===== src/rtl/bht_btb_predictor.sv =====
// bht_btb_predictor: direct-mapped BTB with 2-bit counters, bimodal or gshare indexed
module bht_btb_predictor #(
    parameter int INDEX_BITS = 5,
    parameter int TAG_BITS   = 8,
    parameter int HIST_BITS  = 5,
    parameter int MODE       = 0,
    parameter int WIDTH      = 16
) (
    input  logic             clk,
    input  logic             rst_n,
    input  logic [WIDTH-1:0] i_if_pc,
    output logic             o_pred_taken,
    output logic [WIDTH-1:0] o_pred_target,
    input  logic             i_upd_valid,
    input  logic [WIDTH-1:0] i_upd_pc,
    input  logic             i_upd_uncond,
    input  logic             i_upd_taken,
    input  logic [WIDTH-1:0] i_upd_target,
    input  logic             i_upd_pred_taken,
    input  logic [WIDTH-1:0] i_upd_pred_target,
    output logic             o_mispredict,
    output logic [15:0]      o_hit_count,
    output logic [15:0]      o_mispred_count
);
    localparam int ENTRIES = 1 << INDEX_BITS;

    logic [ENTRIES-1:0]    r_valid;
    logic [ENTRIES-1:0]    r_uncond;
    logic [TAG_BITS-1:0]   r_tag [ENTRIES];
    logic [WIDTH-1:0]      r_target [ENTRIES];
    logic [1:0]            r_ctr [ENTRIES];
    logic [HIST_BITS-1:0]  r_ghr;
    logic [15:0]           r_hit_count;
    logic [15:0]           r_mispred_count;
    logic [INDEX_BITS-1:0] w_hist;
    logic [INDEX_BITS-1:0] w_lidx;
    logic [INDEX_BITS-1:0] w_lcidx;
    logic [INDEX_BITS-1:0] w_uidx;
    logic [INDEX_BITS-1:0] w_ucidx;
    logic [TAG_BITS-1:0]   w_ltag;
    logic [TAG_BITS-1:0]   w_utag;
    logic [1:0]            w_uctr;
    logic                  w_hit;

    assign w_hist  = (MODE == 1) ? INDEX_BITS'(r_ghr) : '0;
    assign w_lidx  = i_if_pc[INDEX_BITS:1];
    assign w_ltag  = i_if_pc[INDEX_BITS+TAG_BITS:INDEX_BITS+1];
    assign w_lcidx = w_lidx ^ w_hist;
    assign w_uidx  = i_upd_pc[INDEX_BITS:1];
    assign w_utag  = i_upd_pc[INDEX_BITS+TAG_BITS:INDEX_BITS+1];
    assign w_ucidx = w_uidx ^ w_hist;

    assign o_hit_count     = r_hit_count;
    assign o_mispred_count = r_mispred_count;

    // Zero-latency fetch lookup; an invalid entry masks the unreset tag/target/uncond storage
    always_comb begin
        w_hit         = r_valid[w_lidx] && (r_tag[w_lidx] == w_ltag);
        o_pred_taken  = w_hit && (r_uncond[w_lidx] || r_ctr[w_lcidx][1]);
        o_pred_target = w_hit ? r_target[w_lidx] : '0;
    end

    // Resolution check and saturating next value of the trained counter
    always_comb begin
        o_mispredict = i_upd_valid && ((i_upd_taken != i_upd_pred_taken) ||
                       (i_upd_taken && (i_upd_pred_target != i_upd_target)));
        w_uctr = i_upd_taken ? ((r_ctr[w_ucidx] == 2'b11) ? 2'b11 : r_ctr[w_ucidx] + 2'b01)
                             : ((r_ctr[w_ucidx] == 2'b00) ? 2'b00 : r_ctr[w_ucidx] - 2'b01);
    end

    // Control state: valid bits, counters, history and performance counters
    always_ff @(posedge clk or negedge rst_n) begin
        if (!rst_n) begin
            r_valid         <= '0;
            r_ghr           <= '0;
            r_hit_count     <= '0;
            r_mispred_count <= '0;
            for (int i = 0; i < ENTRIES; i++) r_ctr[i] <= 2'b01;
        end else begin
            if (i_upd_valid && i_upd_taken) r_valid[w_uidx] <= 1'b1;
            if (i_upd_valid && !i_upd_uncond) r_ctr[w_ucidx] <= w_uctr;
            if (MODE == 1 && i_upd_valid && !i_upd_uncond) r_ghr <= {r_ghr[HIST_BITS-2:0], i_upd_taken};
            if (o_pred_taken && r_hit_count != 16'hFFFF) r_hit_count <= r_hit_count + 16'd1;
            if (o_mispredict && r_mispred_count != 16'hFFFF) r_mispred_count <= r_mispred_count + 16'd1;
        end
    end

    // Entry payload is written only on taken outcomes and needs no reset
    always_ff @(posedge clk) begin
        if (i_upd_valid && i_upd_taken) begin
            r_tag[w_uidx]    <= w_utag;
            r_target[w_uidx] <= i_upd_target;
            r_uncond[w_uidx] <= i_upd_uncond;
        end
    end
endmodule


===== config.mk =====
export PLATFORM = sky130hd
export DESIGN_NAME = bht_btb_predictor
export DESIGN_NICKNAME = d
export VERILOG_FILES = /design/src/rtl/bht_btb_predictor.sv
export SDC_FILE = /design/constraint.sdc
export NUM_CORES = 1
export LEC_CHECK = 0
export CORE_UTILIZATION = 65
export DETAILED_ROUTE_END_ITERATION = 16
export PLACE_DENSITY_LB_ADDON = 0.08
export SYNTH_ARGS = -nofsm -noshare
export SYNTH_HDL_FRONTEND = slang
export SYNTH_SLANG_ARGS = --single-unit

===== constraint.sdc =====
create_clock -name clk -period 8.7 [get_ports clk]
set_input_delay 1.74 -clock clk [delete_from_list [all_inputs] [get_ports clk]]
set_output_delay 1.74 -clock clk [all_outputs]
set_load 0.03 [all_outputs]

==> Yosys cells after proc, flatten, opt, wreduce, memory -nomap -nowiden <==
Memories as Yosys holds them, arrays and structs flattened.
Cells that the tools add are included.
{ "op_classes": {"n_addsub": 4, "n_lt_le_gt_ge": 6, "eq_ne": 6, "n_mux": 22, "n_bitwise": 3, "n_reduce_logical": 14} }
{ "ops": {"columns": ["cell", "count"], "rows": [
  ["$bwmux W64", 1],
  ["$add A16 B1 Y16 const B", 2],
  ["$bwmux W32", 1],
  ["$ne A16 B16 Y1 const B", 2],
  ["$or A32 B32 Y32", 1],
  ["$bmux W2 S5", 2],
  ["$mux W16", 1],
  ["$mux W2", 8],
  ["$ne A16 B16 Y1", 1],
  ["$ge A6 B6 Y1 const B", 2],
  ["$lt A5 B6 Y1 const B", 2],
  ["$not A5 Y6", 2],
  ["$bmux W1 S5", 2],
  ["$demux W2 S5", 1],
  ["$logic_and A1 B1 Y1", 10],
  ["$eq A8 B8 Y1", 1],
  ["$lt A6 B1 Y1 const B", 1],
  ["$demux W1 S5", 1],
  ["$ge A5 B1 Y1 const B", 1],
  ["$mux W1", 5],
  ["$add A2 B1 Y2 const B", 1],
  ["$eq A2 B2 Y1 const B", 1],
  ["$logic_not A2 Y1", 1],
  ["$logic_or A1 B1 Y1", 2],
  ["3 further kinds", 3]
]} }
{ "totals": {"regBits": 160, "mem_bits_rw": 768, "out_inout_bits": 50, "memories": 2} }
{ "memory_table": {"columns": ["memory", "words", "word_bits", "read_ports", "rd_clocked_by_memory_dff", "write_ports", "line", "source"], "rows": [
  ["r_target", 32, 16, 1, 0, 1, "30", "logic [WIDTH-1:0] r_target [ENTRIES];"],
  ["r_tag", 32, 8, 1, 0, 1, "29", "logic [TAG_BITS-1:0] r_tag [ENTRIES];"]
]} }

==> Logic depth before layout (Yosys ltp) <==
{ "logic_depth": {"word_depth": 8, "depth_mapped": 14} }

==> Worst setup path before layout <==
Ideal clock, no wire load.
{ "synth_timing": {"kind": "in2out", "startpoint": "input i_if_pc[1]", "endpoint": "output o_pred_target[10]", "arrival_time_ns": 4.546, "required_ns": 6.960, "setup_slack_ns": 2.414, "cell_stages": 13, "path_buffers": 5, "cell_sequence": "buf_6 buf_6 buf_4 buf_4 mux4_2 a22oi_1 nand2_1 mux2i_1 xor2_1 nand4_1 nand3b_4 clkbuf_1 nor2_1"} }
{ "synth_between": {"elab_chain_len": 4, "elab_cells_between_ends": 7, "classes_between": "eq/ne: 1; mux: 3; reduce/logical: 1; memory: 2"} }
{ "synth_rtl": {"columns": ["item", "line", "source"], "rows": [
  ["start: declaration", "11", "input logic [WIDTH-1:0] i_if_pc,"],
  ["$mem_v2 Z32 W8 or $bmux W1 S5 (tied branches)", null, null],
  ["$eq A8 B8 Y1 or $mux W1 (tied branches)", "58", "w_hit = r_valid[w_lidx] && (r_tag[w_lidx] == w_ltag);"],
  ["$logic_and A1 B1 Y1", "58", null],
  ["$mux W16 (*)", "60", "o_pred_target = w_hit ? r_target[w_lidx] : '0;"],
  ["end: declaration", "13", "output logic [WIDTH-1:0] o_pred_target,"]
]} }
Mark *: on every way between the ends. The rest lies on a longest branch, timed or not. The select of a mux whose other input is x is not followed.

==> Worst setup path after layout <==
{ "layout_timing": {"startpoint": "input i_if_pc[1]", "endpoint": "output o_pred_target[8]"} }
The elaborated chain is that of the path after synthesis.

==> flow_metrics.env <==
export IMPL_grt_setup_unrepaired="no"
export IMPL_cts_sink_count=928
export IMPL_worst_ir_drop_vdd_mv=0.2133
export IMPL_syn_inst=1787
export IMPL_worst_path_most_repeated_cell="sky130_fd_sc_hd__nor2_1"
export IMPL_global_route_overflow_total=0
export IMPL_drc=0
export IMPL_layout_setup_ws_ns=0.9431
export IMPL_cts_htree_levels=3
export IMPL_grt_pass1_wl_mm=128.3
export IMPL_synth_enable_flop_cells=800
export IMPL_cp_end_kind="primary output"
export IMPL_worst_hold_startpoint="r_valid[11]"
export IMPL_core_area_um2=55520
export IMPL_postSynth_asyncResetShare_pct=13.79
export IMPL_fp_dieW_um=240.1
export IMPL_final_period_utilization_pct=89.16
export IMPL_final_net_count=2029
export IMPL_area_added_between_synthesis_and_finish_pct=14.26
export IMPL_finish_instance_area_um2=42100
export IMPL_whs_ns=0.4665
export IMPL_fin_setup_tns_ns=0
export IMPL_cp_startpoint="i_if_pc[1]"
export IMPL_drt_iter0_drc=2298
export IMPL_clock_root_buffer="sky130_fd_sc_hd__clkbuf_16"
export IMPL_floorplan_die_height_um=240.1
export IMPL_worstPathArrival_ns=6.02
export IMPL_antenna_cells_inserted=0
export IMPL_outcome="complete, no violations"
export IMPL_total_power_w=0.009541
export IMPL_design_portCount=120
export IMPL_port_buffer_count=113
export IMPL_holdCritPathClass="reg2reg"
export IMPL_syn_cell_area_um2=36850
export IMPL_worstReg2RegStart="r_tag[18][2]"
export IMPL_grt_usage_pct=32.12
export IMPL_worst_slew_pin_slew_ns=1.174
export IMPL_cts_post_setup_buffers_inserted=0
export IMPL_detailed_route_wl_mm=89.07
export IMPL_critPathSlowestCell="sky130_fd_sc_hd__buf_4"
export IMPL_cp_data_required_time_ns=6.96
export IMPL_max_clock_freq_mhz=128.9
export IMPL_grt_antenna_before_repair=1
export IMPL_maxSlewViolCount=0
export IMPL_path_clk_slew_ns=0.06
export IMPL_synth_avg_cell_area_um2=20.62
export IMPL_post_cts_resized_instances=0
export IMPL_die_area_um2=57650
export IMPL_detailroute_via_count=18910
export IMPL_floorplan_rows=86
export IMPL_maximum_clock_insertion_buffer_count=3
export IMPL_antenna_violating_nets_post_route=0
export IMPL_detailedPlacementHpwl_mm=46.06
export IMPL_placed_cell_area_um2=39160
export IMPL_cp_start_kind="input port"
export IMPL_initial_core_util_pct=66.36
export IMPL_slew_headroom_pct=21.47
export IMPL_p_leak_nw=14.11
export IMPL_synth_sequential_area_ratio_pct=74.00
export IMPL_synth_main_ff_cell="sky130_fd_sc_hd__edfxtp_1"
export IMPL_grt_start_max_net_pins=81
export IMPL_dp_slack_ns=0.8978
export IMPL_max_cap_violations=0
export IMPL_timing_critical_path_slowest_cell_delay_ns=0.78
export IMPL_replace_congestion=0.7924
export IMPL_worst_path_max_fanout=71
export IMPL_finalSetupViolCount=0
export IMPL_path_cells="buf_8 > buf_4 > mux4_2 > mux2i_1 > a22oi_1 > nand2_1 > xnor2_1 > nor2_1 > nand3b_4 > nor2_1 > clkdlybuf4s50_1"
export IMPL_synth_lib_cells_used_distinct=55
export IMPL_insertion_delay_ns=0.64
export IMPL_postSynthRegisterBits=928
export IMPL_power_density_cell_area_nw_per_um2=226.6
export IMPL_firstDrtPassIters=7
export IMPL_via_count_of_the_first_global_routing_pass=19020
export IMPL_syn_num_nets=1859
export IMPL_clock_skew_ns=0.02003
export IMPL_count_of_final_hold_check_violations=0
export IMPL_drive_above_1_share_pct=29.70
export IMPL_cts_made_buffers=89
export IMPL_vias_per_cell=6.813
export IMPL_tritoncts="yes"
export IMPL_critPathKind="in2out"
export IMPL_cts_hold_fix_buffers=0
export IMPL_ys_warnings_count=0
export IMPL_final_period_minus_worst_setup_slack_ns=7.757
export IMPL_routed_wire_length_per_instance_um=32.10
cells in the final DEF (no fill, tap or decap), drive strengths merged, types with 13 or more instances in the layout:
cell	n
edfxtp	800
mux4	237
clkbuf	121
clkdlybuf4s50	107
dfrtp	96
nor2	87
mux2	71
mux2i	60
buf	59
nand2	44
xnor2	37
or2	35
dfstp	32
a22oi	28
clkinv	27
nand4	20
xor2	16
a21oi	16
nor3	15
nand3	13
worst paths after layout:
| check | endpoint | slack (ns) | depth (start not counted) |
|---|---|---|---|
| worst min register to register | r_valid[11] | 0.47 | 1 |
| min in group asynchronous | o_hit_count[8] | 1.12 | 1 |
| worst min-delay path | r_valid[11] | 0.47 | 1 |
| worst max register to register | o_hit_count[1] | 5.38 | 7 |
| worst max-delay path | o_pred_target[8] | 0.94 | 11 |
| max in group asynchronous | r_ctr[47] | 6.07 | 2 |
through the flow:
step | util (%) | cells
2_1_floorplan | - | 1787
3_3_place_gp | 70.52 | 2614
3_5_place_dp | 70.52 | 2614
4_1_cts | 75.83 | 2775
5_1_grt | 75.83 | 2775
6_report | 75.83 | 2775
metal layers:
metal | vias up | GRT usage [%] | routed length (um)
met5 | - | 0 | 0
met4 | 0 | 10.50 | 2794
met1 | 9970 | 46.37 | 34780
met2 | 1090 | 50.68 | 43240
met3 | 190 | 5.855 | 8250
li1 | 7657 | - | -
worst max-delay path: cells and delay by family:
family                    cells  cell delay, ns
buffers and inverters         3            2.06
xor gates and xnor gates      1            0.10
muxes                         2            0.85
and+or+nand+nor               4            1.02
AOI/OAI and AO/OA             1            0.15
cells in the mapped netlist (2+ instances only):
library cell / number / area share (%)
sky130_fd_sc_hd__buf_4: 4 / 0.081
sky130_fd_sc_hd__nor2b_1: 7 / 0.12
sky130_fd_sc_hd__buf_6: 4 / 0.12
sky130_fd_sc_hd__or2_2: 34 / 0.58
sky130_fd_sc_hd__clkbuf_1: 47 / 0.48
sky130_fd_sc_hd__mux2i_1: 60 / 1.6
sky130_fd_sc_hd__nor2_1: 87 / 0.89
sky130_fd_sc_hd__nand3b_1: 4 / 0.081
sky130_fd_sc_hd__buf_2: 25 / 0.34
sky130_fd_sc_hd__nor4_1: 3 / 0.051
sky130_fd_sc_hd__dfstp_2: 32 / 2.3
sky130_fd_sc_hd__a22oi_1: 28 / 0.57
sky130_fd_sc_hd__dfrtp_1: 96 / 6.5
sky130_fd_sc_hd__o21ai_0: 2 / 0.027
sky130_fd_sc_hd__a2111oi_0: 2 / 0.048
sky130_fd_sc_hd__nand3_1: 13 / 0.18
sky130_fd_sc_hd__inv_1: 4 / 0.041
sky130_fd_sc_hd__o21a_1: 2 / 0.041
sky130_fd_sc_hd__nand4b_1: 2 / 0.048
sky130_fd_sc_hd__a221oi_1: 2 / 0.048
sky130_fd_sc_hd__mux4_2: 237 / 14
sky130_fd_sc_hd__a21oi_1: 16 / 0.22
sky130_fd_sc_hd__and3b_1: 2 / 0.048
sky130_fd_sc_hd__nand2b_1: 5 / 0.085
sky130_fd_sc_hd__nor3_1: 15 / 0.20
sky130_fd_sc_hd__buf_1: 8 / 0.081
sky130_fd_sc_hd__and3_1: 8 / 0.14
sky130_fd_sc_hd__a31oi_1: 2 / 0.034
sky130_fd_sc_hd__xnor2_1: 37 / 0.88
sky130_fd_sc_hd__a22o_1: 3 / 0.071
sky130_fd_sc_hd__and2_1: 5 / 0.085
sky130_fd_sc_hd__nand2_1: 44 / 0.45
sky130_fd_sc_hd__maj3_1: 2 / 0.054
sky130_fd_sc_hd__and4_1: 4 / 0.095
sky130_fd_sc_hd__edfxtp_1: 800 / 65
sky130_fd_sc_hd__or3_1: 4 / 0.068
sky130_fd_sc_hd__nand4_1: 20 / 0.34
sky130_fd_sc_hd__a211oi_1: 6 / 0.12
sky130_fd_sc_hd__o22ai_1: 2 / 0.034
sky130_fd_sc_hd__mux2_2: 71 / 2.2
sky130_fd_sc_hd__ha_1: 2 / 0.068
sky130_fd_sc_hd__nor3b_1: 5 / 0.10
sky130_fd_sc_hd__or3b_2: 4 / 0.095
sky130_fd_sc_hd__xor2_1: 16 / 0.38
kinds of logic (layout without fill, tap and decap cells):
kind of cell	after synthesis	count (layout)	share of synthesized area [%]
AO/OA/AOI/OAI	73	73	1.426
flip-flops	928	928	74.00
adder cells (fa/ha/maj)	4	4	0.1222
AND/OR/NAND/NOR	269	269	3.766
XOR/XNOR	53	53	1.260
multiplexers	368	368	18.29
buffers and inverters	92	332	1.144
layout make-up:
cell class                      count  area [um^2]
Sequential cell                   928        27270
Fill cell                        3057        13420
Multi-Input combinational cell    767         9407
Clock buffer                      120         2456
Timing Repair Buffer              167         1534
Tap cell                          748        935.9
Clock inverter                     41        489.2
Inverter                            4        15.01
power by group:
part           switching (W)  total [W]  internal (W)  leakage [nW]
Clock                0.00163    0.00391       0.00228          1.44
Combinational       0.000341   0.000623      0.000282          3.86
Sequential         0.0000578    0.00501       0.00495          8.81
state kept, by name, indices dropped and copies added (netlist names):
| signal | cells |
|---|---|
| o_hit_count | 16 |
| o_mispred_count | 16 |
| r_ctr | 64 |
| r_tag | 256 |
| r_target | 512 |
| r_uncond | 32 |
| r_valid | 32 |
Power figures use the tool's default switching activity.
